==> src/rtl/cpu_run_ctrl.sv <==
// rtl/cpu_run_ctrl.sv - run/step/stop sequencer issuing cpu_en pulses from the slow tick
// Optional breakpoint compare enabled by defining CPU_RUN_CTRL_BREAKPOINT_EN.
module cpu_run_ctrl #(
    parameter int CNT_W = 16,
    parameter int PC_W  = 8
) (
    input  logic             clk,
    input  logic             rst,
    input  logic             tick_in,
    input  logic             btn_run,
    input  logic             btn_step,
    input  logic             btn_stop,
    input  logic [1:0]       rate_sel,
    input  logic             cpu_halted,
`ifdef CPU_RUN_CTRL_BREAKPOINT_EN
    input  logic [PC_W-1:0]  pc,
    input  logic [PC_W-1:0]  bp_addr,
    input  logic             bp_valid,
`endif
    output logic             cpu_en,
    output logic [1:0]       state,
    output logic [CNT_W-1:0] step_cnt
);

    typedef enum logic [1:0] {
        ST_STOP = 2'b00,
        ST_RUN  = 2'b01,
        ST_STEP = 2'b10,
        ST_HALT = 2'b11
    } run_state_t;

    if (PC_W < 1 || CNT_W < 1) begin : g_param_check
        $error("cpu_run_ctrl: PC_W and CNT_W must be at least 1");
    end

    run_state_t state_q;
    logic [2:0] div;
    logic       prev_run;
    logic       prev_step;
    logic       prev_stop;
    logic       stop_req;
    logic       run_req;
    logic       step_req;
    logic [2:0] rate_mask;
    logic       tick_elig;

    // Edge requests resolved with stop > run > step.
    assign stop_req = btn_stop & ~prev_stop;
    assign run_req  = btn_run  & ~prev_run  & ~stop_req;
    assign step_req = btn_step & ~prev_step & ~stop_req & ~run_req;

    always_comb begin
        rate_mask = 3'b000;
        case (rate_sel)
            2'd0:    rate_mask = 3'b000;
            2'd1:    rate_mask = 3'b001;
            2'd2:    rate_mask = 3'b011;
            default: rate_mask = 3'b111;
        endcase
    end

    assign tick_elig = ((div & rate_mask) == rate_mask);
    assign state     = state_q;

`ifdef CPU_RUN_CTRL_BREAKPOINT_EN
    logic bp_skip;
    logic bp_match;
    assign bp_match = bp_valid & (pc == bp_addr) & ~bp_skip;
`endif

    always_ff @(posedge clk or posedge rst) begin
        if (rst) begin
            state_q   <= ST_STOP;
            cpu_en    <= 1'b0;
            step_cnt  <= '0;
            div       <= 3'd0;
            prev_run  <= 1'b0;
            prev_step <= 1'b0;
            prev_stop <= 1'b0;
`ifdef CPU_RUN_CTRL_BREAKPOINT_EN
            bp_skip   <= 1'b0;
`endif
        end else begin
            prev_run  <= btn_run;
            prev_step <= btn_step;
            prev_stop <= btn_stop;
            cpu_en    <= 1'b0;

            if (cpu_en && (step_cnt != {CNT_W{1'b1}})) begin
                step_cnt <= step_cnt + CNT_W'(1);
            end

            case (state_q)
                ST_STOP: begin
                    if (run_req || step_req) begin
                        if (cpu_halted) begin
                            state_q <= ST_HALT;
                        end else if (run_req) begin
                            state_q <= ST_RUN;
                            div     <= 3'd0;
`ifdef CPU_RUN_CTRL_BREAKPOINT_EN
                            // Resuming lets the first pulse pass a breakpoint at the current pc.
                            bp_skip <= 1'b1;
`endif
                        end else begin
                            state_q <= ST_STEP;
                        end
                    end
                end

                ST_RUN: begin
                    if (cpu_halted) begin
                        state_q <= ST_HALT;
                    end else if (stop_req) begin
                        state_q <= ST_STOP;
                    end else if (tick_in) begin
                        if (tick_elig) begin
                            div <= 3'd0;
`ifdef CPU_RUN_CTRL_BREAKPOINT_EN
                            if (bp_match) begin
                                state_q <= ST_STOP;
                            end else begin
                                cpu_en  <= ~cpu_en;
                                bp_skip <= 1'b0;
                            end
`else
                            // Gating with the current pulse keeps cpu_en from going high twice in a row.
                            cpu_en <= ~cpu_en;
`endif
                        end else begin
                            div <= div + 3'd1;
                        end
                    end
                end

                ST_STEP: begin
                    if (cpu_halted) begin
                        state_q <= ST_HALT;
                    end else begin
                        cpu_en  <= 1'b1;
                        state_q <= ST_STOP;
                    end
                end

                default: begin
                    if (stop_req) begin
                        state_q <= ST_STOP;
                    end
                end
            endcase
        end
    end

endmodule

==> config.mk <==
export PLATFORM = sky130hd
export DESIGN_NAME = cpu_run_ctrl
export DESIGN_NICKNAME = d
export VERILOG_FILES = /design/src/rtl/cpu_run_ctrl.sv
export SDC_FILE = /design/constraint.sdc
export NUM_CORES = 1
export LEC_CHECK = 0
export CAP_MARGIN = 5
export CORE_MARGIN = 1.5
export CORE_UTILIZATION = 54
export CTS_CLUSTER_SIZE = 25
export DETAILED_ROUTE_END_ITERATION = 10
export PLACE_DENSITY = 0.88
export RECOVER_POWER = 25
export SLEW_MARGIN = 30
export SYNTH_ARGS = -nofsm -noshare
export SYNTH_HDL_FRONTEND = slang
export SYNTH_SLANG_ARGS = --single-unit
==> constraint.sdc <==
create_clock -name clk -period 4.8 [get_ports clk]
set_input_delay 1.44 -clock clk [delete_from_list [all_inputs] [get_ports clk]]
set_output_delay 1.44 -clock clk [all_outputs]
set_load 0.02 [all_outputs]
==> impl_metrics.csv, run 1 <==
group,metric,value,unit
flow_run,timing.max_cap.violations,0,
power_and_ir_drop,static-leakage-power,0.744,nW
sta,worst_pin_slew,921,ps
floorplan,die_w,53.0,um
critical_path,critPathTopFamily,"buffers and inverters",
min_path,min_to,"step_cnt[15]",
cts,cts.repair_timing.setup_buffer_count,0,
sta,min_period_over_period,63.7,%
floorplan,coreArea,0.00228,sq mm
global_routing,wire_length_of_the_first_global_routing_pass,4590,um
sta,hold_slack,527,ps
min_path,timing.hold.worst_path_depth,1,
global_routing,grt_pass1_vias,1071,
sta,final.min_clock_period,3060,ps
cts,h_tree_level_count,1,
critical_path,r2r_end,"step_cnt[1]",
global_routing,met2_usage,36.3,%
critical_path,critPathSlowestCell,"clkdlybuf4s50_1",
final_layout,synthToLayoutAreaGrowth,22.4,%
power_and_ir_drop,vdd_ir_drop_max,0.000361,V
critical_path,worstSetupStartpointType,"register",
logic_synthesis,async_flop_share,100,%
logic_synthesis,synthMostInstantiatedCell,"dfrtp_1",
logic_synthesis,yosysTopAreaCellShare,46.4,%
sta,slew-limit-headroom,38.5,%
route,route.detailed.drc,0,
floorplan,placement_rows,17,
critical_path,timing_worst_setup_path_type,"register to output pin",
cts,clock_path_buffers,2,
placement,port_buffers,27,
critical_path,cp_data_arrival_time,1620,ps
global_routing,largest_net_degree_at_the_start_of_global_routing,26,
sta,finalClockSkew,5.88,ps
cts,insertion_delay,320,ps
route,drt-pass1-iter-count,4,
logic_synthesis,syn_nets,147,
global_routing,grt_util_all_layers,21.9,%
global_routing,grt_remaining_overflow,0,
logic_synthesis,synth_edf_count,0,
logic_synthesis,synth_largest_area_cell,"dfrtp_1",
route,post_drt_wl_per_cell,14.1,um
min_path,worstHoldPathType,"register to register",
sta,setup_tns,0,ps
critical_path,critPathMaxStageDelay,680,ps
cts,cts_tree,"yes",
placement,hpwl,2020,um
sta,finalSetupViolCount,0,
logic_synthesis,top_cells_by_area_synth,"dfrtp_1, xnor2_1, ha_1, nand4_1, xor2_1",
global_routing,number_of_antenna_violations_at_the_first_check_in_global_routing,0,
final_layout,nets,176,
sta,timing_max_transition_violations_final,0,
cts,cts.hold.buffers_added,0,
cts,clock_sinks,25,
final_layout,n_antenna_cell,0,
cts,buffer_cell_driving_the_clock_tree_root,"clkbuf_4",
sta,max_freq,0.327,GHz
placement,placer_congestion_estimate,0.838,
route,drt_iter0_drc,8,
logic_synthesis,synthCells,132,
floorplan,io_pins,28,
floorplan,initial_core_util,59.3,%
logic_synthesis,yosys_most_used_dff,"dfrtp_1",
cts,cts.reportedPaths.clkPinSlew,140,ps
min_path,min_from,"step_cnt[15]",
logic_synthesis,synth_sequential_area_ratio,46.4,%
logic_synthesis,netlist-cell-type-count,38,
power_and_ir_drop,power_density,397,mW/mm^2
global_routing,globalRouteMet3Util,3.67,%
logic_synthesis,synthTopCellsByCount,"dfrtp_1, nor2_1, xnor2_1, nand3_1, nand4_1",
sta,rsz0062_at_grt,"no",
floorplan,floorplan.die.height,53.0,um
critical_path,worst-endpoint-required,3360,ps
outcome,result_of_the_run,"finished, final reports clean",
critical_path,ff2ff_setup_slack,2660,ps
logic_synthesis,syn-mean-instance-area,10.2,sq um
final_layout,drive_above_1_share,6.25,%
route,dr_vias_cell,5.72,
logic_synthesis,number_of_storage_elements_in_the_synthesis_netlist,25,
route,total_routed_wirelength,2660,um
global_routing,busiest_layer,"met2",
critical_path,rr_worst_depth,5,
route,postRouteAntennaNets,0,
critical_path,crit_path_max_fanout,11,
global_routing,met1_usage,28.3,%
cts,cts_resized,0,
route,detailroute.via_count,1076,
floorplan,die-area,0.00281,sq mm
critical_path,sum_of_buffers_and_inverters_on_the_critical_path,1,
sta,finalHoldViolCount,0,
critical_path,r2r-start,"step_cnt[0]",
logic_synthesis,mappedNetlistArea,0.00135,sq mm
critical_path,path_cells,"clkdlybuf4s50_1",
critical_path,critPathCaptureType,"output pin",
logic_synthesis,yosysWarningCount,0,
cts,cts_buffers,3,
## placed cells by master, fill, tap and decap left out, types with 2 or more instances in the layout
cell type / instances
nor4_1: 3
dlygate4sd3_1: 4
clkdlybuf4s50_1: 23
nor3_1: 5
ha_1: 6
dfrtp_1: 25
nand4_1: 9
nor2b_1: 2
inv_1: 7
o21ai_0: 6
nor2_1: 10
or4_1: 2
and3_1: 4
nand3_1: 8
xor2_1: 5
and3_2: 2
nand2_1: 5
xnor2_1: 9
clkbuf_4: 3
nand2b_1: 4
o22ai_1: 2
## state kept, by name, indices dropped and copies added, names as in the netlist
register and count:
state 2, prev_run 1, prev_stop 1, cpu_en 1, prev_step 1, div 3
step_cnt 16
## layout make-up
type                    instances  area [sq um]
repair buffers                 27           270
fillers                       171           624
well taps                      28          35.0
clock buffers                   3          22.5
flip-flops and latches         25           626
inverters                       7          26.3
clock inverters                 1          5.00
multi-input cells              97           667
## worst reg2reg max path, delay by kind of cell (launching register included)
family	cells	cell delay, ps
adders and majority gates	1	200
DFF	1	440
muxes	1	300
and+or+nand+nor	3	1110
## stage by stage
step / instances / setup slack (ps) / total power [W] / instance area [sq um] / utilization (%)
2_1_floorplan: 132 / 2130 / 0.000470 / 1350 / -
3_3_place_gp: 184 / 1740 / 0.000555 / 1630 / 71.8
5_1_grt: 188 / 1680 / 0.000697 / 1650 / 72.6
3_5_place_dp: 184 / 1650 / 0.000564 / 1630 / 71.8
4_1_cts: 188 / 1740 / 0.000662 / 1660 / 73.0
6_report: 188 / 1740 / 0.000656 / 1650 / 72.6
## how the worst max path moves through the flow
| stage | startpoint | cells after the start | slack (ps) | endpoint |
|---|---|---|---|---|
| after floorplan | btn_stop | 5 | 2130 | div[2] |
| after global placement | btn_stop | 5 | 1740 | div[2] |
| after detailed placement | btn_stop | 5 | 1650 | div[2] |
| after CTS | cpu_en | 1 | 1740 | cpu_en |
| after global routing | cpu_en | 1 | 1680 | cpu_en |
| final | cpu_en | 1 | 1740 | cpu_en |
## power breakdown
group | leakage (nW) | switching [W] | internal [W]
Combinational | 0.393 | 0.000140 | 0.000128
Clock | 0.0177 | 0.0000659 | 0.0000313
Sequential | 0.333 | 0.0000448 | 0.000247
Total | 0.744 | 0.000250 | 0.000406
## routing by layer
metal	wire length, um	up-vias
li1	-	532
met1	1260	518
met2	1280	24
met3	95	2
met4	19	0
met5	0	-
## cell families (layout without fill, tap and decap cells)
| logic type | Yosys count | after routing | synth area share, % |
|---|---|---|---|
| muxes | 3 | 3 | 2.69 |
| DFF | 25 | 25 | 46.4 |
| and+or+nand+nor | 57 | 57 | 24.1 |
| adders and majority gates | 6 | 6 | 5.57 |
| buffers and inverters | 10 | 38 | 3.43 |
| xor gates and xnor gates | 14 | 14 | 9.09 |
| AOI/OAI and AO/OA | 17 | 17 | 8.72 |
No activity file was read; power rests on OpenSTA's default activity.
==> run 2, diff against run 1 <==
Settings changed: CORE_UTILIZATION 54 to 50, PLACE_DENSITY 0.88 to 0.82.
Clock period 4.8 ns to 2.9 ns, I/O delays scaled along.
==> run 2 against run 1 <==
Setup slack worse by 1200 ps. Design area up 1.6%. Global-route usage down 0.53 points. Worst hold slack worse by 11 ps. Critical endpoint unchanged. Largest power group is now combinational cells.
==> impl_metrics.csv, run 2 (synthesis gave the netlist of run 1 again) <==
group,metric,value,unit
final_layout,final_design_area_no_fill,0.00168,sq mm
critical_path,sum_of_buffers_and_inverters_on_the_critical_path,2,
outcome,result_of_the_run,"finished, final reports clean",
power_and_ir_drop,p_total,0.00111,W
route,dr_vias_cell,5.74,
power_and_ir_drop,static-leakage-power,0.755,nW
route,drt-pass1-iter-count,4,
critical_path,critPathLaunch,"cpu_en",
final_layout,n_antenna_cell,0,
route,routed-wl-met3,114,um
final_layout,max_reg_flops,16,
power_and_ir_drop,clock_power_share,14.6,%
global_routing,largest_net_degree_at_the_start_of_global_routing,20,
power_and_ir_drop,power.share.combinational,42.8,%
floorplan,die_w,54.9,um
floorplan,placement_rows,18,
floorplan,io_pins,28,
global_routing,grt_pass1_vias,1055,
critical_path,worst-path-stages,2,
route,route.detailed.drc,0,
global_routing,grt_remaining_overflow,0,
critical_path,timing_worst_setup_path_type,"register to output pin",
floorplan,coreArea,0.00252,sq mm
critical_path,critPathMaxStageDelay,620,ps
route,postRouteAntennaNets,0,
route,post_drt_wl_per_cell,14.6,um
sta,max_freq,0.426,GHz
cts,cts.hold.buffers_added,0,
cts,clock_path_buffers,2,
power_and_ir_drop,power_switching,0.000432,W
final_layout,layout_common_cells,"dfrtp_1, clkdlybuf4s50_1, nor2_1",
critical_path,r2r_end,"step_cnt[1]",
critical_path,critPathCaptureType,"output pin",
critical_path,rr_worst_depth,5,
sta,worst_pin_slew,985,ps
critical_path,worst_setup_ep,"cpu_en",
route,wl_met1,1280,um
route,detailroute.via_count,1103,
route,drt_iter0_drc,21,
power_and_ir_drop,netSwitchingFraction,38.8,%
global_routing,grt_util_all_layers,21.4,%
min_path,worstHoldPathType,"register to register",
placement,placer_congestion_estimate,0.800,
critical_path,worstSetupStartpointType,"register",
power_and_ir_drop,power_density,663,mW/mm^2
global_routing,number_of_antenna_violations_at_the_first_check_in_global_routing,0,
sta,final.min_clock_period,2350,ps
cts,cts.reportedPaths.clkPinSlew,150,ps
cts,cts_buffers,3,
final_layout,drive_above_1_share,8.02,%
final_layout,synthToLayoutAreaGrowth,24.4,%
sta,timing_max_transition_violations_final,0,
power_and_ir_drop,vdd_ir_drop_max,0.000491,V
floorplan,die-area,0.00302,sq mm
route,maxUsedRoutingLayer,"met4",
floorplan,initial_core_util,53.5,%
critical_path,worst-endpoint-required,2030,ps
global_routing,wire_length_of_the_first_global_routing_pass,4520,um
sta,finalSetupViolCount,0,
power_and_ir_drop,sequentialPowerShare,42.6,%
final_layout,fillCellCount,219,
cts,cts.repair_timing.setup_buffer_count,0,
floorplan,floorplan.die.height,54.9,um
sta,finalHoldViolCount,0,
cts,h_tree_level_count,1,
final_layout,mostFrequentLayoutCell,"dfrtp_1",
cts,cts_tree,"yes",
cts,buffer_cell_driving_the_clock_tree_root,"clkbuf_4",
power_and_ir_drop,pint,0.000680,W
route,detailed_routed_wire_length_on_met2,1350,um
placement,hpwl,2130,um
placement,placed_area,0.00165,sq mm
sta,finalClockSkew,12.8,ps
sta,slew-limit-headroom,34.3,%
final_layout,nets,178,
placement,port_buffers,27,
sta,rsz0062_at_grt,"no",
critical_path,r2r-start,"step_cnt[0]",
sta,min_period_over_period,81.0,%
critical_path,ff2ff_setup_slack,930,ps
critical_path,critPathSlowestCell,"clkdlybuf4s50_1",
critical_path,critPathTopFamily,"buffers and inverters",
final_layout,regMostFlops,"step_cnt",
critical_path,path_cells,"buf_4 > clkdlybuf4s50_1",
cts,cts_resized,0,
cts,clock_sinks,25,
route,total_routed_wirelength,2800,um
sta,setup_tns,0,ps
flow_run,timing.max_cap.violations,0,
critical_path,crit_path_max_fanout,11,
critical_path,cp_data_arrival_time,1480,ps
cts,insertion_delay,330,ps
## run 2: power by group through the flow
stage               Sequential [W]  Clock, W  Combinational, W
floorplan                 0.000520         0          0.000258
global placement          0.000476         0          0.000447
detailed placement        0.000478         0          0.000477
CTS                       0.000474  0.000172          0.000478
global route              0.000482  0.000181          0.000519
finish                    0.000474  0.000162          0.000476
## run 2: layout make-up
type | instances | area (sq um) | area share, %
repair buffers | 29 | 282 | 16.8
multi-input cells | 97 | 677 | 40.3
clock buffers | 3 | 22.5 | 1.34
clock inverters | 1 | 7.51 | 0.447
flip-flops and latches | 25 | 626 | 37.3
well taps | 30 | 37.5 | 2.24
inverters | 7 | 26.3 | 1.57
## run 2: through the flow
stage	utilization (%)	setup slack, ps	std cells	hold slack (ps)
2_1_floorplan	-	796	132	477
3_5_place_dp	65.5	353	188	497
5_1_grt	66.5	488	192	545
3_3_place_gp	65.5	407	188	494
6_report	66.5	550	192	516
4_1_cts	66.7	535	192	518
## run 2: worst min path at each step
stage                       from           end  slack (ps)  depth (start not counted)
finish              step_cnt[15]  step_cnt[15]         520                          1
global route        step_cnt[15]  step_cnt[15]         540                          1
CTS                 step_cnt[15]  step_cnt[15]         520                          1
detailed placement  step_cnt[15]  step_cnt[15]         500                          1
global placement    step_cnt[15]  step_cnt[15]         490                          1
floorplan                 div[1]        div[1]         480                          1
## run 2: routing by layer
metal / global-route usage [%] / vias up
met5: 0 / -
met4: 12.2 / 0
met3: 2.96 / 4
met2: 34.7 / 27
met1: 27.3 / 538
li1: - / 534
